[src/rtl/eco_pkg.sv]
// Shared types and helpers for the ECO patch unit: term record, config FSM states
// and the single-cube match function used by the matcher.
package eco_pkg;

  // Widest primary-input vector the cube helper handles; callers zero-extend.
  localparam int unsigned MaxInW  = 64;
  localparam int unsigned DefInW  = 10;
  localparam int unsigned DefOutW = 3;

  typedef struct packed {
    logic               en;
    logic [DefInW-1:0]  care;
    logic [DefInW-1:0]  val;
    logic [DefOutW-1:0] tgt;
  } term_t;

  typedef enum logic {
    ST_IDLE,
    ST_COMMIT
  } cfg_state_e;

  // A cube hits when every cared-about literal matches its required polarity.
  function automatic logic cube_hit(input logic [MaxInW-1:0] vec,
                                    input logic [MaxInW-1:0] care,
                                    input logic [MaxInW-1:0] val);
    return ((vec ^ val) & care) == '0;
  endfunction

endpackage

[src/rtl/eco_cube_match.sv]
// Combinational sum-of-products patch: OR of the target masks of every fired term.
// Kept standalone so it can be checked for equivalence against ECO netlists.
module eco_cube_match
  import eco_pkg::*;
#(
  parameter int unsigned IN_W  = 10,
  parameter int unsigned OUT_W = 3,
  parameter int unsigned TERMS = 4
) (
  input  logic [TERMS-1:0]            en,
  input  logic [TERMS-1:0][IN_W-1:0]  care,
  input  logic [TERMS-1:0][IN_W-1:0]  val,
  input  logic [TERMS-1:0][OUT_W-1:0] tgt,
  input  logic [IN_W-1:0]             in_vec,
  output logic [OUT_W-1:0]            patch
);

  logic [TERMS-1:0] fired;

  always_comb begin
    fired = '0;
    for (int t = 0; t < TERMS; t++) begin
      fired[t] = en[t] && cube_hit(MaxInW'(in_vec), MaxInW'(care[t]), MaxInW'(val[t]));
    end
  end

  // OR (not XOR) so a bit targeted by several fired terms flips exactly once.
  always_comb begin
    patch = '0;
    for (int t = 0; t < TERMS; t++) begin
      if (fired[t]) begin
        patch = patch | tgt[t];
      end
    end
  end

endmodule

[src/rtl/eco_patch_unit.sv]
// Registered ECO rectification stage: XOR-corrects base_y with a programmable patch,
// with a double-buffered term table, bypass and a saturating hit counter.
module eco_patch_unit
  import eco_pkg::*;
#(
  parameter int unsigned IN_W  = 10,
  parameter int unsigned OUT_W = 3,
  parameter int unsigned TERMS = 4,
  parameter int unsigned CNT_W = 16
) (
  input  logic                     clk,
  input  logic                     rst_n,
  input  logic                     in_valid,
  input  logic [IN_W-1:0]          in_vec,
  input  logic [OUT_W-1:0]         base_y,
  output logic                     out_valid,
  output logic [OUT_W-1:0]         out_y,
  input  logic                     cfg_valid,
  output logic                     cfg_ready,
  input  logic [$clog2(TERMS)-1:0] cfg_idx,
  input  logic [IN_W-1:0]          cfg_care,
  input  logic [IN_W-1:0]          cfg_val,
  input  logic [OUT_W-1:0]         cfg_tgt,
  input  logic                     cfg_en,
  input  logic                     cfg_commit,
  input  logic                     bypass,
  output logic [CNT_W-1:0]         hit_cnt,
  input  logic                     hit_clr
);

  cfg_state_e state_q, state_d;

  logic [TERMS-1:0]            sh_en_q,   sh_en_d;
  logic [TERMS-1:0][IN_W-1:0]  sh_care_q, sh_care_d;
  logic [TERMS-1:0][IN_W-1:0]  sh_val_q,  sh_val_d;
  logic [TERMS-1:0][OUT_W-1:0] sh_tgt_q,  sh_tgt_d;

  logic [TERMS-1:0]            act_en_q;
  logic [TERMS-1:0][IN_W-1:0]  act_care_q;
  logic [TERMS-1:0][IN_W-1:0]  act_val_q;
  logic [TERMS-1:0][OUT_W-1:0] act_tgt_q;

  logic                        out_valid_q;
  logic [OUT_W-1:0]            out_y_q, out_y_d;
  logic [CNT_W-1:0]            hit_cnt_q, hit_cnt_d;

  logic                        idx_ok;
  logic                        wr_fire;
  logic                        load_active;
  logic [OUT_W-1:0]            patch;
  logic [OUT_W-1:0]            applied;
  logic                        hit;

  // ---------------------------------------------------------------------------
  // Config FSM
  // ---------------------------------------------------------------------------
  // Ready is forced low while reset is held, not just after the first edge.
  assign cfg_ready = rst_n && (state_q == ST_IDLE);
  assign idx_ok    = 32'(cfg_idx) < TERMS;
  assign wr_fire   = cfg_valid && cfg_ready && idx_ok;

  always_comb begin
    state_d     = state_q;
    load_active = 1'b0;
    unique case (state_q)
      ST_IDLE: begin
        if (cfg_commit) begin
          state_d = ST_COMMIT;
        end
      end
      ST_COMMIT: begin
        load_active = 1'b1;
        state_d     = ST_IDLE;
      end
      default: state_d = ST_IDLE;
    endcase
  end

  always_ff @(posedge clk or negedge rst_n) begin
    if (!rst_n) begin
      state_q <= ST_IDLE;
    end else begin
      state_q <= state_d;
    end
  end

  // ---------------------------------------------------------------------------
  // Shadow and active term tables
  // ---------------------------------------------------------------------------
  always_comb begin
    sh_en_d   = sh_en_q;
    sh_care_d = sh_care_q;
    sh_val_d  = sh_val_q;
    sh_tgt_d  = sh_tgt_q;
    if (wr_fire) begin
      sh_en_d[cfg_idx]   = cfg_en;
      sh_care_d[cfg_idx] = cfg_care;
      sh_val_d[cfg_idx]  = cfg_val;
      sh_tgt_d[cfg_idx]  = cfg_tgt;
    end
  end

  always_ff @(posedge clk or negedge rst_n) begin
    if (!rst_n) begin
      sh_en_q   <= '0;
      sh_care_q <= '0;
      sh_val_q  <= '0;
      sh_tgt_q  <= '0;
    end else begin
      sh_en_q   <= sh_en_d;
      sh_care_q <= sh_care_d;
      sh_val_q  <= sh_val_d;
      sh_tgt_q  <= sh_tgt_d;
    end
  end

  // Whole-table copy in one edge, so data never sees a mix of old and new terms.
  always_ff @(posedge clk or negedge rst_n) begin
    if (!rst_n) begin
      act_en_q   <= '0;
      act_care_q <= '0;
      act_val_q  <= '0;
      act_tgt_q  <= '0;
    end else if (load_active) begin
      act_en_q   <= sh_en_q;
      act_care_q <= sh_care_q;
      act_val_q  <= sh_val_q;
      act_tgt_q  <= sh_tgt_q;
    end
  end

  // ---------------------------------------------------------------------------
  // Data path
  // ---------------------------------------------------------------------------
  eco_cube_match #(
    .IN_W  (IN_W),
    .OUT_W (OUT_W),
    .TERMS (TERMS)
  ) u_match (
    .en     (act_en_q),
    .care   (act_care_q),
    .val    (act_val_q),
    .tgt    (act_tgt_q),
    .in_vec (in_vec),
    .patch  (patch)
  );

  assign applied = bypass ? '0 : patch;
  assign hit     = in_valid && (applied != '0);

  always_comb begin
    out_y_d = out_y_q;
    if (in_valid) begin
      out_y_d = base_y ^ applied;
    end
  end

  always_comb begin
    hit_cnt_d = hit_cnt_q;
    if (hit_clr) begin
      hit_cnt_d = '0;
    end else if (hit && (hit_cnt_q != '1)) begin
      hit_cnt_d = hit_cnt_q + 1'b1;
    end
  end

  always_ff @(posedge clk or negedge rst_n) begin
    if (!rst_n) begin
      out_valid_q <= 1'b0;
      out_y_q     <= '0;
      hit_cnt_q   <= '0;
    end else begin
      out_valid_q <= in_valid;
      out_y_q     <= out_y_d;
      hit_cnt_q   <= hit_cnt_d;
    end
  end

  assign out_valid = out_valid_q;
  assign out_y     = out_y_q;
  assign hit_cnt   = hit_cnt_q;

endmodule

[config.mk]
export PLATFORM = sky130hd
export DESIGN_NAME = eco_patch_unit
export DESIGN_NICKNAME = d
export VERILOG_FILES = /design/src/rtl/eco_pkg.sv /design/src/rtl/eco_cube_match.sv /design/src/rtl/eco_patch_unit.sv
export SDC_FILE = /design/constraint.sdc
export NUM_CORES = 1
export LEC_CHECK = 0
export BUFFER_PORTS_ARGS = -buffer_cell sky130_fd_sc_hd__buf_4
export CORE_MARGIN = 4
export CORE_UTILIZATION = 45
export CTS_CLUSTER_DIAMETER = 40
export DETAILED_ROUTE_END_ITERATION = 8
export PLACE_DENSITY = 0.68
export SLEW_MARGIN = 40
export SYNTH_ARGS = -nofsm -noshare
export SYNTH_HDL_FRONTEND = slang
export SYNTH_HIERARCHICAL = 1
export SYNTH_SLANG_ARGS = --single-unit
[constraint.sdc]
create_clock -name clk -period 2.6 [get_ports clk]
set_input_delay 0.26 -clock clk [delete_from_list [all_inputs] [get_ports clk]]
set_output_delay 0.26 -clock clk [all_outputs]
set_load 0.02 [all_outputs]
# Word level (Yosys, flattened, before mapping)
# Index checks and enable logic that the tools add are counted.
# totals
register_bits	213
latch_bits	0
ramBits	0
romBits	0
inputBits	46
output_inout_bits	21
memories	0
# classes
n_addsub	1
multipliers	0
div_mod_pow	0
magnitude_cmp	2
n_eq_ne	1
shift	0
mux	20
bitwise_logic	13
reduce_logical	15
# op_table
operator	count
bitwise AND 64 x 10 -> 64 bit	4
zero test 64 bit	4
bitwise mux 40 bit	2
bitwise XOR 10 bit	4
two-way mux 16 bit	2
demux 10 bit (select 2 bit)	1
two-way mux 3 bit	6
adder 16 x 1 -> 16 bit (second input constant)	1
inequality test 16 bit (second input constant)	1
bitwise mux 12 bit	1
two-way mux 10 bit	1
logical AND 1 bit	9
OR 3 bit	3
demux 3 bit (select 2 bit)	1
bitwise mux 4 bit	1
< comparator 2 x 3 -> 1 bit (second input constant)	1
two-way mux 1 bit	3
nonzero test 3 bit	1
bitwise XOR 3 bit	1
demux 1 bit (select 2 bit)	1
>= comparator 2 x 1 -> 1 bit (second input constant)	1
one-hot mux 1 bit (2 select lines)	1
nonzero test 2 bit	1
NOT 1 bit	1

# Longest topological paths before layout
# Gate-level depths: netlist of the first run.
# logic_depth
depth_word	17
ltp_mapped	10

# Modules after synthesis
# The synthesis of the first run kept the hierarchy.
# modules_own_cells
mod	n_inst	cells_per_inst	area_per_inst_um2
eco_patch_unit	1	539	8399.3
eco_cube_match	1	79	643.1

# Worst setup path before layout of the first run
# OpenSTA, ideal clock, no wires.
# synth_timing
path_type	register -> register
from	register act_val_q[3] (netlist name)
to	register hit_cnt_q[12], in the netlist hit_cnt[12]
setup_ns	0.125
arrival_time_ns	2.396
setup_slack_ns	0.080
path_stages_with_launch	11
path_buffers	1
period_less_slack_ns	2.520
path_cell_list	dfrtp_1 > xor2_1 > a22o_1 > a221oi_2 > nand4_1 > o2111ai_1 > or3_1 > buf_2 > nand4b_2 > nor4_1 > mux2_2
# synth_between
elab_chain_len	16
# synth_rtl
item	line	text
start, declared	eco_patch_unit.sv:40	logic [TERMS-1:0][IN_W-1:0] act_val_q;
start signal, assigned	eco_patch_unit.sv:127	act_val_q <= sh_val_q;
bitwise XOR 10 bit *	eco_pkg.sv:26	return ((vec ^ val) & care) == '0;
bitwise AND 64 x 10 -> 64 bit *	eco_pkg.sv:26	
zero test 64 bit *	eco_pkg.sv:26	
logical AND 1 bit *	eco_cube_match.sv:23	fired[t] = en[t] && cube_hit(MaxInW'(in_vec), MaxInW'(care[t]), MaxInW'(val[t]));
two-way mux 3 bit *	eco_cube_match.sv:31	if (fired[t]) begin
OR 3 bit	eco_cube_match.sv:32	patch = patch | tgt[t];
two-way mux 3 bit *	eco_cube_match.sv:31	
OR 3 bit	eco_cube_match.sv:32	
two-way mux 3 bit *	eco_cube_match.sv:31	
OR 3 bit	eco_cube_match.sv:32	
two-way mux 3 bit *	eco_cube_match.sv:31	
net patch[1]	eco_patch_unit.sv:50	logic [OUT_W-1:0] patch;
two-way mux 3 bit *	eco_patch_unit.sv:148	assign applied = bypass ? '0 : patch;
nonzero test 3 bit *	eco_patch_unit.sv:149	assign hit = in_valid && (applied != '0);
logical AND 1 bit *	eco_patch_unit.sv:149	
logical AND 1 bit *	eco_patch_unit.sv:162	end else if (hit && (hit_cnt_q != '1)) begin
nonzero test 2 bit (no source line) *	n/a	
end signal, assigned	eco_patch_unit.sv:175	hit_cnt_q <= hit_cnt_d;
end, declared	eco_patch_unit.sv:45	logic [CNT_W-1:0] hit_cnt_q, hit_cnt_d;
# Mark *: on every way through the listed nets, which the timed path passes. The rest lies on a longest branch.
# A chain may end at the register's enable or synchronous reset.

# Final worst setup path of the first run
# layout_timing
from	register act_val_q[16] (netlist name)
to	register hit_cnt_q[8], in the netlist hit_cnt[8]
# layout_between
elab_chain_len	14
# layout_rtl
item	line
bitwise XOR 10 bit *	eco_pkg.sv:26
bitwise AND 64 x 10 -> 64 bit *	eco_pkg.sv:26
zero test 64 bit *	eco_pkg.sv:26
logical AND 1 bit *	eco_cube_match.sv:23
two-way mux 3 bit *	eco_cube_match.sv:31
OR 3 bit	eco_cube_match.sv:32
two-way mux 3 bit *	eco_cube_match.sv:31
OR 3 bit	eco_cube_match.sv:32
two-way mux 3 bit *	eco_cube_match.sv:31
net patch[2]	eco_patch_unit.sv:50
two-way mux 3 bit *	eco_patch_unit.sv:148
nonzero test 3 bit *	eco_patch_unit.sv:149
logical AND 1 bit *	eco_patch_unit.sv:149
logical AND 1 bit *	eco_patch_unit.sv:162
nonzero test 2 bit (no source line) *	n/a
# Marked as above.

==> results.txt, run 1 <==
Max-cap viol count: 0
Total GRT Usage: 0.1768
DRC: 0
Peak VDD IR: 631.4 uV
Final nets: 795
Max Clock Freq: 0.3602 GHz
Synth cell types: 55
Compound-Gate Fraction of Synth Area: 0.03778
Ys Warns: 6
Number of enable flip-flop cells after synthesis: 0
Status: complete, but fails checks
Final WS setup: -0.1762 ns
Top delay family on crit path: simple AND/OR/NAND/NOR gates
Area contributors post-synth: dfrtp_1 (59%), mux2_2 (24%), xor2_1 (3.9%)
HPWL Detailed: 12050 um
Post-synthesis mux area share: 0.2477
Core Util, Final: 0.5966
Post-synth top area share: 0.5895
Initial Util: 0.4616
First-pass GRT wire length: 31540 um
RSZ-0062 raised after global routing: true
Root buf cell: clkbuf_16
Setup clock skew after layout: 0.007201 ns
Global-route track usage on met2: 0.3000
Share of cells above drive strength 1: 0.5175
Slew Limit Fails: 0
Routing usage on met3: 0.03331
Rel. slew slack: 0.4305
Hold wc startpoint: cfg_tgt[0]
Worst slack at placement: -0.3620 ns
Die width: 149.8 um
Synth Area in Simple Gates: 0.06448
Failing checks: negative setup slack
Worst Hold Depth: 2
Crit path from: act_val_q[16]
Static leakage: 5.124 nW
GRT busiest layer: met2
H-tree depth: 1
Clock-pin slew of the registers on the worst-case setup and hold paths: 0.05 ns
Layout Cells excl Fill: 1036
Fillers: 1507
R2R cell count: 9
Worst-Margin Slew: 0.8524 ns
Final setup TNS: -1.838 ns
Sequential share of the synthesized area: 0.5895
RePlAce Congestion: 0.8461
Worst EP arrival: 3.23 ns
Final Hold Fails: 0
Vias/cell: 5.361
Async S/R FF share, synth: 1.000
Xor/xnor share of the synthesized area: 0.04165
RR Startpoint: act_val_q[16]
CP max-delay cell: or4_4
Buf/Inv on CP: 0
Full die area: 22430 sq um
Mapped Area: 9042 sq um
DR iter-0 viols: 217
Drt total wl: 19610 um
Power Dens Cells: 955.1 nW/um^2
Mapped Cells: 618
Num CTS Buffers: 30
Worst-Skew Late Latency: 0.53 ns
Crit. path cell count: 9
TritonCTS clock tree: yes
Worst EP required: 3.05 ns
Largest net degree at the start of global routing: 167
Syn_area_per_cell: 14.63 sq um
Initial antenna violation count: 0
Final ANT Viol Nets: 0
Worst setup path class: register to register
Final period util: 1.068
Layout area overhead: 29.25%
Vias in the first global route: 5868
Clk buf depth: 3
Most frequent cell after synthesis: dfrtp_1
CP max stage delay: 0.55 ns
Met1 GRT Util: 0.2370
CP endpoint kind: register
Core ar.: 19590 sq um
Combinational family with the most area after synthesis: multiplexers
Worst R2R Setup Slack: -0.18 ns
Ports: 67
Most frequent cells after synthesis: dfrtp_1 (213), mux2_2 (193), xor2_1 (40)
Main flop type after synthesis: dfrtp_1
Critical Path Fanout Max: 4
FF+latch area: 5334 sq um
Drt pass-1 iters: 5
Ant diodes: 0
Worst setup SP type: register
I/O Buffers: 66
Clk sinks: 213
Yosys reg bits: 213
Die H: 149.8 um
Congestion Overflow GR: 0
DR WL/cell: 18.93 um
Adder-Cell Fraction of Synth Area: 0.001384
Placed cell count: 946
Area of the multi-input gates: 3876 sq um
Cells along the critical path: xor2_1, a222oi_1, and4_4, nand3_2, o2111ai_4, or3_4, nand4b_4, or4_4, a21oi_2
Via count: 5554
Total power: 11.16 mW
Syn_nets: 665
Hold crit path type: primary input to register
Final number of setup-violating endpoints: 15
Post-layout min period: 2.776 ns
FP Rows: 51
Yosys top cell by area: dfrtp_1
## layout by cell type, fill, tap and decap left out, drive strengths merged, types with 5 or more instances in the layout
| cell type | netlist | final |
|---|---|---|
| mux2 | 198 | 198 |
| nand3 | 13 | 13 |
| and4 | 8 | 8 |
| nand2 | 13 | 13 |
| dfrtp | 213 | 213 |
| clkinv | 0 | 6 |
| inv | 4 | 5 |
| and3 | 5 | 5 |
| bufinv | 0 | 5 |
| xor2 | 40 | 40 |
| nor2b | 13 | 13 |
| a21oi | 14 | 14 |
| clkbuf | 9 | 42 |
| nor2 | 9 | 9 |
| dlygate4sd3 | 0 | 26 |
| buf | 16 | 96 |
## cells by family (layout without fill, tap and decap cells)
family | count (synthesis) | after routing
AOI/OAI and AO/OA | 45 | 45
muxes | 199 | 199
and+or+nand+nor | 88 | 88
buffers and inverters | 29 | 182
xor gates and xnor gates | 43 | 43
adders and majority gates | 1 | 1
DFF | 213 | 213
## report_power, final
| part | internal, mW | switching [mW] | leakage [nW] |
|---|---|---|---|
| sequential | 4.22 | 0.533 | 2.61 |
| combinational | 1.26 | 0.899 | 1.99 |
| clock | 2.79 | 1.46 | 0.518 |
## metrics by stage
stage,cell area [sq um],hold slack (ns)
final,11690,0.01916
after global routing,11690,0.003887
after CTS,11470,0.003139
after detailed placement,9926,0.4712
after global placement,9926,0.4625
after floorplan,9042,-0.03559
## area by class of cell
class                      instances  area share
clock buffer                      41     0.07301
timing repair buffer             123     0.09025
clock inverter                    14     0.01906
sequential                       213      0.4564
multi-input combinational        376      0.3317
tap                              265     0.02837
inverter                           4    0.001285
## state kept, by name, summed over array words and instances (netlist names)
signal	flops
act_care_q	40
act_val_q	40
sh_care_q	40
sh_val_q	40
hit_cnt	16
act_tgt_q	12
sh_tgt_q	12
act_en_q	4
sh_en_q	4
out_y	3
out_valid	1
state_q	1
## worst register-to-register path: cells and delay by family, from the launching register on
kind            cells  cell delay (ns)
flops               1             0.39
simple gates        5             1.40
compound gates      3             0.77
xor+xnor            1             0.15
## path summary, 6_finish.rpt
| kind | to |
|---|---|
| setup / recovery | hit_cnt[8] |
| hold / removal | sh_tgt_q[6] |
| setup reg to reg | hit_cnt[8] |
| hold reg to reg | sh_val_q[14] |
| max in group asynchronous | hit_cnt[2] |
| min in group asynchronous | state_q |
## per-layer routing
layer  share of wire  vias up
met5               0        -
met4           0.023        0
met3           0.047       39
met2            0.49      136
met1            0.44     2874
li1                -     2505
## repair_timing
item	in CTS	in global routing
pin swaps	16	17
hold endpoints to repair	210	0
resized for setup	36	30
hold buffers	26	0
endpoints found under the setup margin	16	16
buffers inserted	4	4
(Power assumes the default switching activity.)
==> run 2: changes to the inputs <==
Settings changed: BUFFER_PORTS_ARGS -buffer_cell sky130_fd_sc_hd__buf_4 to default, DONT_BUFFER_PORTS from default to 1, PLACE_DENSITY 0.68 to 0.65.
==> results.txt, run 2 (synthesis gave the netlist of run 1 again) <==
Status: complete, but fails checks
Failing checks: negative hold slack, negative setup slack
Commonest non-fill, non-tap cell in the layout: dfrtp_1
Full die area: 22430 sq um (unchanged)
Via count: 5297 (-4.6%)
Largest net degree at the start of global routing: 215 (+29%)
Post-layout min period: 2.830 ns (+0.05359 ns)
Ports: 67 (unchanged)
Drt total wl: 18660 um (-4.9%)
H-tree depth: 1 (unchanged)
Wire length on met1: 8052 um (-5.8%)
Setup clock skew after layout: 0.009386 ns (+0.002185 ns)
Final instance area: 11100 sq um (-5.1%)
Max Clock Freq: 0.3534 GHz (-1.9%)
Vias in the first global route: 5785 (-1.4%)
Initial Util: 0.4616 (unchanged)
R2R cell count: 9 (unchanged)
Met3 WL post-DR: 853 um (-7.8%)
Die width: 149.8 um (unchanged)
Drt pass-1 iters: 4 (-1)
Root buf cell: clkbuf_16
Final period util: 1.088 (+0.02061)
Die H: 149.8 um (unchanged)
Hold WS: -0.5778 ns (-0.5970 ns)
Worst EP arrival: 3.25 ns (+0.02 ns)
Total GRT Usage: 0.1706 (-0.006238)
Worst EP required: 3.02 ns (-0.03 ns)
Ant diodes: 0 (unchanged)
Num CTS Buffers: 31 (+3.3%)
DR WL/cell: 18.96 um (+0.16%)
Max-cap viol count: 0 (unchanged)
FP Rows: 51 (unchanged)
Vias/cell: 5.383 (+0.41%)
HPWL Detailed: 11600 um (-3.8%)
FF-to-FF End: hit_cnt[10]
DR iter-0 viols: 247 (+14%)
Share of cells above drive strength 1: 0.4131 (-0.1044)
TritonCTS clock tree: yes
RePlAce Congestion: 0.8499 (+0.45%)
Crit path from: act_val_q[6]
Commonest non-fill, non-tap cells in the layout: dfrtp_1 (212), mux2_2 (189), dlygate4sd3_1 (48)
Worst setup path class: register to register
CP endpoint kind: register
Clk sinks: 213 (unchanged)
Rel. slew slack: 0.4701 (+0.03960)
Worst-Margin Slew: 0.7931 ns (-0.05927 ns)
Clock-pin slew of the registers on the worst-case setup and hold paths: 0.05 ns (about the same)
DRC: 0 (unchanged)
Layout area overhead: 22.72%
RR Startpoint: act_val_q[6]
Core ar.: 19590 sq um (unchanged)
Final Hold Fails: 213 (+213)
Worst setup SP type: register
Power Dens Cells: 976.8 nW/um^2 (+2.3%)
RSZ-0062 raised after global routing: true
Critical Path Fanout Max: 5 (+1)
Final WS setup: -0.2298 ns (-0.05359 ns)
First-pass GRT wire length: 30620 um (-2.9%)
Max Used Layer: met5
Routed wl met2: 9359 um (-3.3%)
Final nets: 741 (-6.8%)
Peak VDD IR: 516.9 uV (-18%)
Worst-Skew Late Latency: 0.54 ns (about the same)
Slew Limit Fails: 0 (unchanged)
I/O Buffers: 0 (-100%)
Worst slack at placement: -0.3561 ns (+0.005828 ns)
Static leakage: 4.817 nW (-6.0%)
Dpl cell area: 9346 sq um (-5.8%)
Hold crit path type: primary input to asynchronous set/reset pin
Final ANT Viol Nets: 0 (unchanged)
Worst R2R Setup Slack: -0.23 ns (-0.05 ns)
Initial antenna violation count: 2 (+2)
Final number of setup-violating endpoints: 15 (unchanged)
Worst setup path end: hit_cnt[10]
Clk buf depth: 3 (unchanged)
Congestion Overflow GR: 0 (unchanged)
Total power: 10.84 mW (-2.9%)
## run 2: repair_timing
item                                   4_1_cts  5_1_grt
endpoints found under the hold margin      330      221
hold buffers                                47        1
pin swaps                                   14        9
setup buffers                                5        0
setup endpoints to repair                   15       16
resized for setup                           24        3
## run 2: through the flow
step	util	instances	TNS (ns)
floorplan	-	618	0
global placement	0.4771	873	-2.228
detailed placement	0.4771	873	-2.949
CTS	0.5652	983	-0.8106
global route	0.5665	984	-3.070
finish	0.5665	984	-2.144
## run 2: report_power, final
group / internal (mW) / switching, mW
Combinational: 1.11 / 0.688
Clock: 2.81 / 1.50
Sequential: 4.22 / 0.526
## run 2: area by class of cell
| cell class | count | area (sq um) |
|---|---|---|
| well taps | 265 | 331.6 |
| clock buffers | 39 | 845.8 |
| flip-flops and latches | 213 | 5334 |
| fillers | 1556 | 8493 |
| repair buffers | 68 | 641.9 |
| clock inverters | 19 | 252.7 |
| multi-input cells | 376 | 3676 |
| inverters | 4 | 15.01 |
## run 2: critical path: stages (launching register included)
cell	delay [ns]
dfrtp_1	0.39
xor2_1	0.14
a222oi_1	0.60
nand4_1	0.16
buf_4	0.21
o2111ai_4	0.20
or3_4	0.19
nand4b_4	0.16
nor4_4	0.33
mux2_4	0.32
## run 2: routing by layer
layer | track usage | vias up
met3 | 0.04210 | 32
met1 | 0.2204 | 2769
met4 | 0.03980 | 4
met2 | 0.2919 | 93
li1 | - | 2399
met5 | 0 | -
## run 2: how the worst min path moves through the flow
stage / start / to / slack, ns / cells past startpoint
after floorplan: rst_n / act_care_q[0] / -0.04 / 0
after global placement: rst_n / sh_care_q[39] / -0.02 / 0
after detailed placement: rst_n / sh_care_q[39] / -0.02 / 0
after CTS: rst_n / act_val_q[6] / -0.59 / 0
after global routing: rst_n / sh_val_q[9] / -0.60 / 0
final: rst_n / act_care_q[39] / -0.58 / 0
==> run 3: changes to the inputs <==
Settings changed: CORE_UTILIZATION 45 to 35, PLACE_DENSITY 0.65 to default.
==> results.txt, run 3 (synthesis gave the netlist of run 1 again) <==
Status: complete, but fails checks
Failing checks: negative hold slack, negative setup slack
Final Hold Fails: 213 (unchanged)
CP endpoint kind: register
Static leakage: 4.809 nW (-0.18%)
Fillers: 2239 (+44%)
Worst EP required: 3.01 ns (about the same)
First-pass GRT wire length: 32140 um (+5.0%)
Final instance area: 11260 sq um (+1.5%)
Congestion Overflow GR: 0 (unchanged)
Vias/cell: 5.155 (-4.2%)
Worst setup SP type: register
Vias in the first global route: 6086 (+5.2%)
Worst-Skew Late Latency: 0.51 ns (-0.03 ns)
Post-layout min period: 2.721 ns (-0.1083 ns)
Worst-Margin Slew: 0.8471 ns (+0.05401 ns)
Final number of setup-violating endpoints: 12 (-3)
FP Rows: 58 (+14%)
Commonest non-fill, non-tap cell in the layout: dfrtp_1
Drt pass-1 iters: 7 (+3)
Full die area: 28470 sq um (+27%)
R2R cell count: 10 (+1)
RSZ-0062 raised after global routing: true
Total GRT Usage: 0.1400 (-0.03058)
H-tree depth: 2 (+1)
Final nets: 731 (-1.3%)
DR WL/cell: 19.27 um (+1.6%)
Via count: 5361 (+1.2%)
Hold crit path type: primary input to asynchronous set/reset pin
Die H: 168.7 um (+13%)
Worst EP arrival: 3.13 ns (-0.12 ns)
Routed wl met2: 9725 um (+3.9%)
FF-to-FF End: hit_cnt[11]
DR iter-0 viols: 374 (+51%)
Max Used Layer: met5
Max Clock Freq: 0.3675 GHz (+4.0%)
I/O Buffers: 0 (unchanged)
Final WS setup: -0.1215 ns (+0.1083 ns)
Die width: 168.7 um (+13%)
Final ANT Viol Nets: 0 (unchanged)
Setup clock skew after layout: 0.02291 ns (+0.01352 ns)
Critical Path Fanout Max: 5 (unchanged)
Worst setup path class: register to register
Core ar.: 25330 sq um (+29%)
Num CTS Buffers: 34 (+9.7%)
DRC: 0 (unchanged)
Dpl cell area: 9458 sq um (+1.2%)
HPWL Detailed: 12310 um (+6.1%)
RePlAce Congestion: 0.8161 (-4.0%)
Ports: 67 (unchanged)
Met3 WL post-DR: 1453 um (+70%)
Cts hold-fix bufs: 30 (-36%)
Initial Util: 0.3570 (-0.1046)
Clk sinks: 213 (unchanged)
Hold WS: -0.5349 ns (+0.04292 ns)
Clock-pin slew of the registers on the worst-case setup and hold paths: 0.05 ns (about the same)
RR Startpoint: act_val_q[6]
Layout area overhead: 24.53%
Initial antenna violation count: 3 (+1)
Final setup TNS: -0.5780 ns (+1.566 ns)
Root buf cell: clkbuf_16
Power Dens Cells: 995.5 nW/um^2 (+1.9%)
Slew Limit Fails: 0 (unchanged)
Max-cap viol count: 0 (unchanged)
Commonest non-fill, non-tap cells in the layout: dfrtp_1 (212), mux2_2 (187), xor2_1 (39)
Final period util: 1.047 (-0.04165)
Wire length on met1: 8432 um (+4.7%)
Clk buf depth: 3 (unchanged)
Share of cells above drive strength 1: 0.4556 (+0.04250)
Drt total wl: 20040 um (+7.4%)
Largest net degree at the start of global routing: 215 (unchanged)
Peak VDD IR: 567.3 uV (+9.7%)
Rel. slew slack: 0.4341 (-0.03608)
Worst R2R Setup Slack: -0.12 ns (+0.11 ns)
TritonCTS clock tree: yes
run 3: critical path, cell delays in order, from the launching register on:
cell and delay (ns):
dfrtp_1 0.39, xor2_1 0.15, a222oi_1 0.48, nand4_1 0.17, buf_6 0.18, o2111ai_4 0.21
or3_4 0.20, buf_6 0.12, nand4_4 0.13, or4_1 0.44, a21oi_1 0.16
run 3: metal layers:
layer	vias up	GRT usage
met5	-	0
met4	4	0.04270
met3	42	0.03993
met2	162	0.2359
met1	2762	0.1752
li1	2391	-
run 3: how the worst max path moves through the flow:
| stage | startpoint | endpoint | slack [ns] | cells past startpoint |
|---|---|---|---|---|
| detailed placement | act_val_q[16] | hit_cnt[12] | -0.32 | 9 |
| floorplan | act_val_q[3] | hit_cnt[12] | 0.08 | 10 |
| global placement | act_val_q[16] | hit_cnt[9] | -0.25 | 10 |
| finish | act_val_q[6] | hit_cnt[11] | -0.12 | 10 |
| CTS | act_val_q[6] | hit_cnt[10] | -0.11 | 9 |
| global route | act_val_q[6] | hit_cnt[11] | -0.27 | 10 |
run 3: through the flow:
step | std cells | utilization | power [mW] | worst slack [ns] | hold WS (ns)
final | 1040 | 0.4446 | 11.21 | -0.1215 | -0.5349
after detailed placement | 942 | 0.3734 | 6.453 | -0.3172 | -0.01861
after global placement | 942 | 0.3734 | 6.341 | -0.2455 | -0.02714
after global routing | 1040 | 0.4446 | 11.75 | -0.2650 | -0.5618
after floorplan | 618 | - | 5.899 | 0.07971 | -0.03559
after CTS | 1037 | 0.4405 | 11.26 | -0.1060 | -0.5574
run 3: area by class of cell:
| cell class | count | area, sq um | share of cell area |
|---|---|---|---|
| Sequential cell | 213 | 5334 | 0.4737 |
| Multi-Input combinational cell | 376 | 3840 | 0.3410 |
| Clock buffer | 40 | 913.4 | 0.08111 |
| Timing Repair Buffer | 55 | 506.7 | 0.04500 |
| Tap cell | 330 | 412.9 | 0.03667 |
| Clock inverter | 21 | 236.5 | 0.02100 |
| Inverter | 4 | 15.01 | 0.001333 |
| Antenna cell | 1 | 2.502 | 0.0002222 |
run 3: report_power, final:
group	switching [mW]	internal, mW
clock	1.65	2.85
sequential	0.547	4.22
combinational	0.770	1.17
total	2.96	8.25
run 3: timing repair:
action | CTS | global route
hold endpoints to repair | 327 | 213
resized for setup | 40 | 20
setup endpoints to repair | 16 | 16
pin swaps | 21 | 15
buffers inserted | 4 | 2
